==> src/rtl/tpu_io_pkg.sv <==
// Shared definitions for the SPI burst bridge: command codes, FSM states,
// and bit positions inside err_flags and the STATUS word.
package tpu_io_pkg;

    localparam logic [7:0] CMD_WRITE  = 8'h01;
    localparam logic [7:0] CMD_READ   = 8'h02;
    localparam logic [7:0] CMD_START  = 8'h03;
    localparam logic [7:0] CMD_STATUS = 8'h04;

    typedef enum logic [2:0] {
        ST_IDLE,
        ST_CMD,
        ST_ADDR,
        ST_WDATA,
        ST_RDATA,
        ST_STAT,
        ST_DRAIN
    } state_e;

    localparam int ERR_OVERRUN  = 0;
    localparam int ERR_UNDERRUN = 1;
    localparam int ERR_WDOG     = 2;

    localparam int STAT_BUSY     = 0;
    localparam int STAT_DONE     = 1;
    localparam int STAT_OVERRUN  = 2;
    localparam int STAT_UNDERRUN = 3;
    localparam int STAT_WDOG     = 4;

    function automatic int max3(input int a, input int b, input int c);
        int m;
        m = (a > b) ? a : b;
        return (m > c) ? m : c;
    endfunction

endpackage

==> src/rtl/spi_edge_sync.sv <==
// Synchronises the SPI pins into clk and resolves CPOL/CPHA into per-clk
// sample/shift strobes, all gated by the synchronised chip select.
module spi_edge_sync #(
    parameter int SYNC_STAGES = 3,
    parameter int CPOL        = 0,
    parameter int CPHA        = 0
) (
    input  logic clk,
    input  logic rst_n,
    input  logic spi_sclk,
    input  logic spi_cs_n,
    input  logic spi_mosi,
    output logic sample_edge,
    output logic shift_edge,
    output logic any_edge,
    output logic cs_active,
    output logic mosi_s
);

    localparam logic IDLE_LVL = (CPOL != 0);

    logic [SYNC_STAGES-1:0] sclk_q;
    logic [SYNC_STAGES-1:0] cs_q;
    logic [SYNC_STAGES-1:0] mosi_q;
    logic                   sclk_prev_q;
    logic                   lead_edge;
    logic                   trail_edge;

    always_ff @(posedge clk or negedge rst_n) begin
        if (!rst_n) begin
            sclk_q      <= {SYNC_STAGES{IDLE_LVL}};
            cs_q        <= '1;
            mosi_q      <= '0;
            sclk_prev_q <= IDLE_LVL;
        end else begin
            sclk_q      <= {sclk_q[SYNC_STAGES-2:0], spi_sclk};
            cs_q        <= {cs_q[SYNC_STAGES-2:0], spi_cs_n};
            mosi_q      <= {mosi_q[SYNC_STAGES-2:0], spi_mosi};
            sclk_prev_q <= sclk_q[SYNC_STAGES-1];
        end
    end

    // All three pins share the same depth, so a CS release that lands with
    // an SCLK edge suppresses that edge here.
    assign cs_active   = ~cs_q[SYNC_STAGES-1];
    assign mosi_s      = mosi_q[SYNC_STAGES-1];
    assign any_edge    = cs_active && (sclk_q[SYNC_STAGES-1] != sclk_prev_q);
    assign lead_edge   = any_edge && (sclk_prev_q == IDLE_LVL);
    assign trail_edge  = any_edge && (sclk_prev_q != IDLE_LVL);
    assign sample_edge = (CPHA == 0) ? lead_edge : trail_edge;
    assign shift_edge  = (CPHA == 0) ? trail_edge : lead_edge;

endmodule

==> src/rtl/spi_burst_bridge.sv <==
// SPI slave to TPU bus bridge with auto-incrementing bursts and sticky errors.
// Optional SCLK watchdog is built when SPI_WDOG_EN is defined.
module spi_burst_bridge
    import tpu_io_pkg::*;
#(
    parameter int DATA_WIDTH  = 8,
    parameter int ADDR_WIDTH  = 8,
    parameter int SYNC_STAGES = 3,
    parameter int CPOL        = 0,
    parameter int CPHA        = 0,
    parameter int WDOG_CYCLES = 4096
) (
    input  logic                  clk,
    input  logic                  rst_n,
    input  logic                  spi_sclk,
    input  logic                  spi_cs_n,
    input  logic                  spi_mosi,
    output logic                  spi_miso,
    output logic                  spi_miso_oe,
    output logic                  wr_valid,
    input  logic                  wr_ready,
    output logic [ADDR_WIDTH-1:0] wr_addr,
    output logic [DATA_WIDTH-1:0] wr_data,
    output logic                  rd_req,
    output logic [ADDR_WIDTH-1:0] rd_addr,
    input  logic                  rd_valid,
    input  logic [DATA_WIDTH-1:0] rd_data,
    output logic                  tpu_start,
    input  logic                  tpu_busy,
    input  logic                  tpu_done,
    output logic                  frame_active,
    output logic [2:0]            err_flags
);

    localparam int SHW   = max3(8, ADDR_WIDTH, DATA_WIDTH);
    localparam int CNT_W = $clog2(SHW + 1);
    localparam int TXC_W = $clog2(DATA_WIDTH);
    localparam logic [CNT_W-1:0] CMD_LAST  = CNT_W'(7);
    localparam logic [CNT_W-1:0] ADDR_LAST = CNT_W'(ADDR_WIDTH - 1);
    localparam logic [CNT_W-1:0] DATA_LAST = CNT_W'(DATA_WIDTH - 1);
    localparam logic [TXC_W-1:0] TX_LAST   = TXC_W'(DATA_WIDTH - 1);

    logic sample_edge, shift_edge, any_edge, cs_active, mosi_s;

    state_e                state_q, state_d;
    logic [7:0]            cmd_q, cmd_d;
    logic [CNT_W-1:0]      bit_cnt_q, bit_cnt_d;
    logic [SHW-2:0]        rx_q, rx_d;
    logic [SHW-1:0]        rx_word;
    logic [ADDR_WIDTH-1:0] addr_q, addr_d;
    logic [TXC_W-1:0]      tx_cnt_q, tx_cnt_d;
    logic [DATA_WIDTH-1:0] tx_q, tx_d;
    logic [DATA_WIDTH-1:0] rbuf_q, rbuf_d;
    logic                  rbuf_full_q, rbuf_full_d;
    logic                  wr_valid_q, wr_valid_d;
    logic [ADDR_WIDTH-1:0] wr_addr_q, wr_addr_d;
    logic [DATA_WIDTH-1:0] wr_data_q, wr_data_d;
    logic                  rd_req_q, rd_req_d;
    logic [ADDR_WIDTH-1:0] rd_addr_q, rd_addr_d;
    logic                  start_pend_q, start_pend_d;
    logic                  tpu_start_q, tpu_start_d;
    logic [2:0]            err_q, err_d;
    logic                  abort_q, abort_d;
    logic [DATA_WIDTH-1:0] status_word;

    spi_edge_sync #(
        .SYNC_STAGES (SYNC_STAGES),
        .CPOL        (CPOL),
        .CPHA        (CPHA)
    ) u_sync (
        .clk         (clk),
        .rst_n       (rst_n),
        .spi_sclk    (spi_sclk),
        .spi_cs_n    (spi_cs_n),
        .spi_mosi    (spi_mosi),
        .sample_edge (sample_edge),
        .shift_edge  (shift_edge),
        .any_edge    (any_edge),
        .cs_active   (cs_active),
        .mosi_s      (mosi_s)
    );

`ifdef SPI_WDOG_EN
    localparam int WD_W = $clog2(WDOG_CYCLES + 1);
    localparam logic [WD_W-1:0] WD_LAST = WD_W'(WDOG_CYCLES - 1);
    logic [WD_W-1:0] wdog_cnt_q, wdog_cnt_d;

    always_ff @(posedge clk or negedge rst_n) begin
        if (!rst_n) wdog_cnt_q <= '0;
        else        wdog_cnt_q <= wdog_cnt_d;
    end
`else
    logic wdog_unused;
    assign wdog_unused = any_edge | (WDOG_CYCLES < 0);
`endif

    always_comb begin
        status_word                = '0;
        status_word[STAT_BUSY]     = tpu_busy;
        status_word[STAT_DONE]     = tpu_done;
        status_word[STAT_OVERRUN]  = err_q[ERR_OVERRUN];
        status_word[STAT_UNDERRUN] = err_q[ERR_UNDERRUN];
        status_word[STAT_WDOG]     = err_q[ERR_WDOG];
    end

    assign rx_word = {rx_q, mosi_s};

    always_comb begin
        state_d      = state_q;
        cmd_d        = cmd_q;
        bit_cnt_d    = bit_cnt_q;
        rx_d         = rx_q;
        addr_d       = addr_q;
        tx_cnt_d     = tx_cnt_q;
        tx_d         = tx_q;
        rbuf_d       = rbuf_q;
        rbuf_full_d  = rbuf_full_q;
        wr_valid_d   = wr_valid_q;
        wr_addr_d    = wr_addr_q;
        wr_data_d    = wr_data_q;
        rd_req_d     = 1'b0;
        rd_addr_d    = rd_addr_q;
        start_pend_d = 1'b0;
        tpu_start_d  = start_pend_q;
        err_d        = err_q;
        abort_d      = abort_q;
`ifdef SPI_WDOG_EN
        wdog_cnt_d   = wdog_cnt_q;
`endif

        if (wr_valid_q && wr_ready) wr_valid_d = 1'b0;

        // Read data is only buffered while a read burst is streaming.
        if (state_q != ST_RDATA) begin
            rbuf_full_d = 1'b0;
        end else if (rd_valid) begin
            rbuf_d      = rd_data;
            rbuf_full_d = 1'b1;
        end

        if (sample_edge) begin
            rx_d      = rx_word[SHW-2:0];
            bit_cnt_d = bit_cnt_q + 1'b1;
        end

        case (state_q)
            ST_IDLE: begin
                bit_cnt_d = '0;
                if (cs_active) state_d = ST_CMD;
            end
            ST_CMD: begin
                if (sample_edge && bit_cnt_q == CMD_LAST) begin
                    bit_cnt_d = '0;
                    cmd_d     = rx_word[7:0];
                    case (rx_word[7:0])
                        CMD_WRITE, CMD_READ: state_d = ST_ADDR;
                        CMD_STATUS:          state_d = ST_STAT;
                        CMD_START: begin
                            state_d      = ST_DRAIN;
                            start_pend_d = 1'b1;
                        end
                        default:             state_d = ST_DRAIN;
                    endcase
                end
            end
            ST_ADDR: begin
                if (sample_edge && bit_cnt_q == ADDR_LAST) begin
                    bit_cnt_d = '0;
                    if (cmd_q == CMD_WRITE) begin
                        state_d = ST_WDATA;
                        addr_d  = rx_word[ADDR_WIDTH-1:0];
                    end else begin
                        state_d   = ST_RDATA;
                        rd_req_d  = 1'b1;
                        rd_addr_d = rx_word[ADDR_WIDTH-1:0];
                        addr_d    = rx_word[ADDR_WIDTH-1:0] + 1'b1;
                    end
                end
            end
            ST_WDATA: begin
                if (sample_edge && bit_cnt_q == DATA_LAST) begin
                    bit_cnt_d = '0;
                    if (wr_valid_d) begin
                        err_d[ERR_OVERRUN] = 1'b1;
                    end else begin
                        wr_valid_d = 1'b1;
                        wr_addr_d  = addr_q;
                        wr_data_d  = rx_word[DATA_WIDTH-1:0];
                        addr_d     = addr_q + 1'b1;
                    end
                end
            end
            ST_RDATA: begin
                // Request the next word as soon as the current one is fully clocked.
                if (sample_edge && bit_cnt_q == DATA_LAST) begin
                    bit_cnt_d = '0;
                    rd_req_d  = 1'b1;
                    rd_addr_d = addr_q;
                    addr_d    = addr_q + 1'b1;
                end
            end
            ST_STAT: begin
                if (sample_edge && bit_cnt_q == DATA_LAST) begin
                    bit_cnt_d = '0;
                    state_d   = ST_DRAIN;
                end
            end
            default: bit_cnt_d = '0;
        endcase

        // The shift edge that opens a word loads its MSB onto MISO; for CPHA=0
        // that is the trailing edge of the previous field's last bit.
        if (state_q == ST_RDATA || state_q == ST_STAT) begin
            if (shift_edge) begin
                tx_cnt_d = (tx_cnt_q == TX_LAST) ? '0 : tx_cnt_q + 1'b1;
                if (tx_cnt_q == '0) begin
                    if (state_q == ST_STAT) begin
                        tx_d  = status_word;
                        err_d = '0;
                    end else if (rbuf_full_q) begin
                        tx_d        = rbuf_q;
                        rbuf_full_d = 1'b0;
                    end else if (rd_valid) begin
                        tx_d        = rd_data;
                        rbuf_full_d = 1'b0;
                    end else begin
                        tx_d                = '0;
                        err_d[ERR_UNDERRUN] = 1'b1;
                    end
                end else begin
                    tx_d = {tx_q[DATA_WIDTH-2:0], 1'b0};
                end
            end
        end else begin
            tx_d     = '0;
            tx_cnt_d = '0;
        end

`ifdef SPI_WDOG_EN
        if (!cs_active || any_edge || state_q == ST_IDLE || state_q == ST_DRAIN) begin
            wdog_cnt_d = '0;
        end else if (wdog_cnt_q == WD_LAST) begin
            wdog_cnt_d      = '0;
            state_d         = ST_DRAIN;
            bit_cnt_d       = '0;
            abort_d         = 1'b1;
            err_d[ERR_WDOG] = 1'b1;
        end else begin
            wdog_cnt_d = wdog_cnt_q + 1'b1;
        end
`else
        err_d[ERR_WDOG] = 1'b0;
`endif

        if (!cs_active) begin
            abort_d = 1'b0;
            if (state_q != ST_IDLE) begin
                state_d   = ST_IDLE;
                bit_cnt_d = '0;
            end
        end
    end

    always_ff @(posedge clk or negedge rst_n) begin
        if (!rst_n) begin
            state_q      <= ST_IDLE;
            cmd_q        <= '0;
            bit_cnt_q    <= '0;
            rx_q         <= '0;
            addr_q       <= '0;
            tx_cnt_q     <= '0;
            tx_q         <= '0;
            rbuf_q       <= '0;
            rbuf_full_q  <= 1'b0;
            wr_valid_q   <= 1'b0;
            wr_addr_q    <= '0;
            wr_data_q    <= '0;
            rd_req_q     <= 1'b0;
            rd_addr_q    <= '0;
            start_pend_q <= 1'b0;
            tpu_start_q  <= 1'b0;
            err_q        <= '0;
            abort_q      <= 1'b0;
        end else begin
            state_q      <= state_d;
            cmd_q        <= cmd_d;
            bit_cnt_q    <= bit_cnt_d;
            rx_q         <= rx_d;
            addr_q       <= addr_d;
            tx_cnt_q     <= tx_cnt_d;
            tx_q         <= tx_d;
            rbuf_q       <= rbuf_d;
            rbuf_full_q  <= rbuf_full_d;
            wr_valid_q   <= wr_valid_d;
            wr_addr_q    <= wr_addr_d;
            wr_data_q    <= wr_data_d;
            rd_req_q     <= rd_req_d;
            rd_addr_q    <= rd_addr_d;
            start_pend_q <= start_pend_d;
            tpu_start_q  <= tpu_start_d;
            err_q        <= err_d;
            abort_q      <= abort_d;
        end
    end

    assign spi_miso     = tx_q[DATA_WIDTH-1];
    assign spi_miso_oe  = cs_active;
    assign wr_valid     = wr_valid_q;
    assign wr_addr      = wr_addr_q;
    assign wr_data      = wr_data_q;
    assign rd_req       = rd_req_q;
    assign rd_addr      = rd_addr_q;
    assign tpu_start    = tpu_start_q;
    assign frame_active = cs_active & ~abort_q;
    assign err_flags    = err_q;

endmodule

==> config.mk <==
export PLATFORM = sky130hd
export DESIGN_NAME = spi_burst_bridge
export DESIGN_NICKNAME = d
export VERILOG_FILES = /design/src/rtl/tpu_io_pkg.sv /design/src/rtl/spi_edge_sync.sv /design/src/rtl/spi_burst_bridge.sv
export SDC_FILE = /design/constraint.sdc
export NUM_CORES = 1
export LEC_CHECK = 0
export ABC_AREA = 1
export CAP_MARGIN = 5
export CELL_PAD_IN_SITES_DETAIL_PLACEMENT = 0
export CELL_PAD_IN_SITES_GLOBAL_PLACEMENT = 2
export CORE_MARGIN = 4
export CORE_UTILIZATION = 35
export CTS_BUF_LIST = sky130_fd_sc_hd__clkbuf_4 sky130_fd_sc_hd__clkbuf_8
export DETAILED_ROUTE_END_ITERATION = 12
export PLACE_DENSITY = 0.79
export RECOVER_POWER = 25
export SLEW_MARGIN = 20
export SYNTH_ARGS = -nofsm -noshare
export SYNTH_HDL_FRONTEND = slang
export SYNTH_SLANG_ARGS = --single-unit
==> constraint.sdc <==
create_clock -name clk -period 1.7 [get_ports clk]
set_input_delay 0.34 -clock clk [delete_from_list [all_inputs] [get_ports clk]]
set_output_delay 0.34 -clock clk [all_outputs]
set_load 0.01 [all_outputs]
# [Yosys cells after proc, flatten, opt, wreduce, memory -nomap -nowiden]
# Index checks and enable logic that the tools add are counted.
[op_classes] n_addsub=4 n_mul=0 div=0 magnitude_cmp=0 eq_ne=22 shifts=0 mux=61 bitwise_logic=4 reduce_logical=19
[ops] operator="8-bit two-way mux" count=14
[ops] operator="3-bit two-way mux" count=10
[ops] operator="1-bit two-way mux" count=27
[ops] operator="8-bit case mux with 3 select lines" count=1
[ops] operator="4-bit two-way mux" count=5
[ops] operator="8-bit by 1-bit adder with 8-bit output, second input constant" count=2
[ops] operator="8-bit by 1-bit equality test with 1-bit output, second input constant" count=2
[ops] operator="8-bit by 2-bit equality test with 1-bit output, second input constant" count=2
[ops] operator="8-bit case mux with 2 select lines" count=1
[ops] operator="2-bit != test, second input constant" count=6
[ops] operator="3-bit case mux with 4 select lines" count=1
[ops] operator="5-bit AND reduction" count=2
[ops] operator="3-bit equality test, second input constant" count=3
[ops] operator="8-bit by 3-bit equality test with 1-bit output, second input constant" count=1
[ops] operator="3-bit by 2-bit equality test with 1-bit output, second input constant" count=2
[ops] operator="3-bit logical NOT" count=2
[ops] operator="3-bit case mux with 2 select lines" count=1
[ops] operator="3-bit nonzero test" count=2
[ops] operator="1-bit logical AND" count=5
[ops] operator="5-bit OR reduction" count=1
[ops] operator="4-bit by 1-bit adder with 4-bit output, second input constant" count=1
[ops] operator="4-bit by 3-bit equality test with 1-bit output, second input constant" count=1
[ops] operator="2-bit by 1-bit != test with 1-bit output, second input constant" count=2
[ops] operator="1-bit inverter" count=4
[ops] operator="11 further kinds" count=12
[word_totals] reg_bits=90 latchBits=0 ram_bits=0 romBits=0 inputBits=17 output_inout_bits=33 wordCells=132 memories=0

# [Longest topological paths before layout]
[depth] depth_word=10 depth_mapped=10 mapped_depth_nobuf=10

# [Cells and area by module]
# From an unflattened synthesis, not the netlist that was laid out.
[hier_totals] cells_unflattened=535 area_unflattened_um2=4418.0
[by_module_without_submodules] module="spi_burst_bridge" instances=1 cells_each=518 area_per_inst_um2=4130.2 seq_area_each_um2=2001.9
[by_module_without_submodules] module="spi_edge_sync" instances=1 cells_each=17 area_per_inst_um2=287.8 seq_area_each_um2=254.0

# [Least setup slack after synthesis]
# OpenSTA, ideal clock, no wires.
[synth_path] kind="register to register" start="reg bit_cnt_q[0]" end="reg rd_addr_q[0], in the netlist rd_addr[0]" setup_ns=0.126 arrival_time_ns=1.301 required_ns=1.574 slack_ns=0.273 stages_incl_launch_ff=9 n_path_buf=2 synth_period_minus_slack_ns=1.427 cell_sequence="dfrtp_1 ha_1 nand3_1 nor2_4 buf_6 nand3_4 o21ai_4 buf_6 o21ai_0"
[synth_between] elab_chain_len=4 word_cells_on_any_way=5 cone_classes="3 x eq/ne; 2 x reduce/logical"
[synth_lines] item="start: declaration" line_no="spi_burst_bridge.sv:47" rtl="logic [CNT_W-1:0] bit_cnt_q, bit_cnt_d;"
[synth_lines] item="start signal: assignment" line_no="spi_burst_bridge.sv:287" rtl="bit_cnt_q <= bit_cnt_d;"
[synth_lines] item="4-bit by 3-bit equality test with 1-bit output *" line_no="spi_burst_bridge.sv:167, spi_burst_bridge.sv:195"
[synth_lines] item="1-bit logical AND *" line_no="spi_burst_bridge.sv:167, spi_burst_bridge.sv:195"
[synth_lines] item="2-bit != test (no source line)"
[synth_lines] item="4-bit AND reduction (no source line) *"
[synth_lines] item="end signal: assignment" line_no="spi_burst_bridge.sv:298" rtl="rd_addr_q <= rd_addr_d;"
[synth_lines] item="end: declaration" line_no="spi_burst_bridge.sv:59" rtl="logic [ADDR_WIDTH-1:0] rd_addr_q, rd_addr_d;"
# Mark *: on every way between the ends. The rest lies on a longest branch, timed or not.
# A chain may end at the register's enable or synchronous reset.

# [Final worst setup path]
[layout_path] start="reg wr_valid_q, in the netlist wr_valid" end="out wr_valid"
[layout_rtl] item="start: declaration" line_no="spi_burst_bridge.sv:55" rtl="logic wr_valid_q, wr_valid_d;"
[layout_rtl] item="start signal: assignment" line_no="spi_burst_bridge.sv:294" rtl="wr_valid_q <= wr_valid_d;"
[layout_rtl] item="end: declaration" line_no="spi_burst_bridge.sv:20" rtl="output logic wr_valid,"
# No word-level cell between the ends.

==> summary.md <==
| Metric | Value |
|---|---|
| Cell variety after synth | 35 |
| Layout Nets | 609 |
| Critical Path Start Type | flop |
| Peak VDD IR | 0.364 mV |
| Worst Path Arrival | 1.31 ns |
| Ant diodes | 0 |
| Gpl congestion | 0.815 |
| Worst relative slew slack | 50.9% |
| H-tree depth | 3 |
| Via count | 3465 |
| GR Layer Usage met1 | 22.0% |
| Layout cells sized above 1 | 13.3% |
| Final instance area | 5440 µm² |
| Pre-CTS setup slack | -0.0231 ns |
| WS Path Type | flop to primary output |
| Sink Count | 90 |
| Reg clk slew, reported paths | 0.08 ns |
| RSZ-0062 raised after global routing | true |
| Initial antenna violation count | 0 |
| Leakage | 2.52 nW |
| Worst-Margin Slew | 0.737 ns |
| Synth Register Bits | 90 |
| Final Util | 44.9% |
| Status | finished clean |
| CTS tree | built |
| Top delay family on crit path | buffers and inverters |
| Crit end category | primary output |
| Starting Density | 36.2% |
| Met2 GRT Util | 21.4% |
| Commonest cells after routing, fill and taps aside | nand2_1 (137), dfrtp_1 (87), inv_1 (64) |
| Avg Vias per Cell | 4.58 |
| Area Overhead vs Synth | 24.2% |
| Chip Height | 120 µm |
| Clock Skews | 0.0127 ns |
| Inserted Clock Buffers | 9 |
| Clk buf depth | 2 |
| Slowest-stage cell, CP | clkdlybuf4s50_1 |
| Syn_nets | 540 |
| Die area | 14400 µm² |
| Final period util | 96.8% |
| GRT busiest layer | met1 |
| Placed Cells | 735 |
| Core area | 12100 µm² |
| Hold path cells | 0 |
| First-pass GRT wire length | 17.1 mm |
| Max Clock Freq | 608 MHz |
| Rows | 40 |
| Met3 usage in global routing | 3.06% |
| DR DRC count | 0 |
| WP data required | 1.36 ns |
| Worst hold slack | 0.354 ns |
| Power Dens Cells | 804 nW/µm² |
| DP HPWL | 7.48 mm |
| Die X | 120 µm |
| Post-Layout Cell Count | 756 |
| Number of global-route vias before repair | 3344 |
| Gr usage total | 15.0% |
| Slowest stage delay, CP | 0.57 ns |
| Final WS setup | 0.0545 ns |
| Crit Path Max Fanout | 2 |
| Cell area after synthesis | 4380 µm² |
| Syn avg cell area | 8.52 µm² |
| Slew Limit Fails | 0 |
| Routed len/inst | 13.6 µm |
| Hold Vio Cnt, Final | 0 |
| Commonest non-fill, non-tap cell in the layout | nand2_1 |
| CP Cell Sequence | clkdlybuf4s50_1 |
| Critical path depth | 1 |
| Max cap viols | 0 |
| Cells after Synth | 514 |
| Port buffer count | 48 |
| Final WL | 10.3 mm |
| Worst Reg-to-Reg Cells | 8 |
| Drt first pass iters | 4 |
| Layout fillers | 1240 |
| I/O pin count | 50 |
| Sequential share of the synthesized area | 51.5% |
| GR Overflow Total | 0 |
| Largest net degree at the start of global routing | 40 |
| Routed Antenna Nets | 0 |
| Fin crit period | 1.65 ns |
| DP Area | 5150 µm² |
| First DRT Iteration DRCs | 177 |
| Worst skew pair latency | 0.38 ns |
| Endpoints failing setup | 0 |
| Worst Hold Class | flop to flop |
| CTS Root Cell | clkbuf_8 |
| Synth Warn # | 0 |
| Buf/Inv on CP | 1 |
## synth_stat cells
cell type    n  area, µm²
nor3_1       1       5.00
ha_1         9        113
inv_2        4       15.0
nand3_2      1       10.0
o22ai_1      4       25.0
clkbuf_1     3       11.3
conb_1       1       3.75
o21ai_1     12       60.1
nand3_1     31        155
o21ai_0     58        290
o21ai_2      1       8.76
nor2_1      23       86.3
buf_4        3       22.5
a211oi_1     1       7.51
xor2_1       6       52.6
a21oi_2      1       8.76
o21ai_4      1       16.3
o211ai_1     4       30.0
dfstp_2      3       78.8
a22oi_1      7       52.6
o2111ai_1    1       8.76
nor2_4       2       22.5
inv_1       66        248
nand4_1      1       6.26
nand3_4      3       52.6
a21oi_1     15       75.1
a31oi_1      1       6.26
dfrtp_1     87       2180
mux2_2       8       90.1
buf_6        4       45.0
buf_2        6       30.0
nand3b_1     1       7.51
nand2_2      5       31.3
or2_2        1       6.26
nand2_1    139        522
## timing repair
action / CTS / global route
pin swaps: 1 / 2
buffers inserted: 0 / 3
hold endpoints to repair: 23 / 0
hold buffers: 1 / 0
gates resized for setup: 4 / 7
gates cloned: 0 / 1
endpoints found under the setup margin: 13 / 33
## cell families after synthesis
| family | after synthesis | share of synthesized area (%) |
|---|---|---|
| fa+ha+maj | 9 | 2.57 |
| compound gates | 106 | 13.5 |
| flops | 90 | 51.5 |
| xor+xnor | 6 | 1.20 |
| simple gates | 208 | 20.7 |
| other cells | 1 | 0.0856 |
| mux | 8 | 2.06 |
| buf+inv | 86 | 8.48 |
## sequential cells by signal, indices dropped and copies added, names as in the netlist
name                flops
bit_cnt_q               4
u_sync.sclk_prev_q      1
state_q                 3
err_flags               2
cmd_q                   8
wr_addr                 8
rd_addr                 8
wr_data                 8
tx_q                    8
rx_q                    7
u_sync.cs_q             3
wr_valid                1
rbuf_full_q             1
tx_cnt_q                3
start_pend_q            1
u_sync.mosi_q           3
rbuf_q                  8
u_sync.sclk_q           3
addr_q                  8
tpu_start               1
rd_req                  1
## final cells by class
type                            instances  area (µm²)  share of cell area [%]
Clock buffer                           11         145                    2.67
Sequential cell                        90        2260                    41.5
Multi-Input combinational cell        339        1790                    32.8
Clock inverter                          5        77.6                    1.43
Timing Repair Buffer                   73         703                    12.9
Tap cell                              168         210                    3.86
Inverter                               70         263                    4.83
## routing by layer
metal / up-vias / share of wire [%]
met5: - / 0
met4: 0 / 1.8
met1: 1598 / 53
li1: 1789 / -
met3: 13 / 4.0
met2: 65 / 42
## report_power, final
| part | switching, mW | internal (mW) | total [mW] |
|---|---|---|---|
| Sequential | 0.0654 | 2.19 | 2.26 |
| Combinational | 0.285 | 0.192 | 0.478 |
| Clock | 0.761 | 0.880 | 1.64 |
## worst paths after layout
| kind | startpoint | slack, ns | to |
|---|---|---|---|
| max reg2reg | state_q[0]$_DFF_PN0_ | 0.13 | addr_q[0]$_DFFE_PN0P_ |
| min in group asynchronous | rst_n | 0.55 | tx_q[5]$_DFFE_PN0P_ |
| max | wr_valid$_DFF_PN0_ | 0.05 | wr_valid |
| min reg2reg | u_sync.mosi_q[1]$_DFF_PN0_ | 0.35 | u_sync.mosi_q[2]$_DFF_PN0_ |
| min | u_sync.mosi_q[1]$_DFF_PN0_ | 0.35 | u_sync.mosi_q[2]$_DFF_PN0_ |
| max in group asynchronous | rst_n | 0.24 | rx_q[6]$_DFFE_PN0N_ |
## through the flow
step / TNS, ns / power, mW
after floorplan: 0 / 2.52
final: 0 / 4.37
after CTS: 0 / 4.45
after detailed placement: -0.0518 / 2.79
after global routing: -0.0144 / 4.60
after global placement: -0.000227 / 2.79
Note: power is estimated with default switching activity, not from simulation.
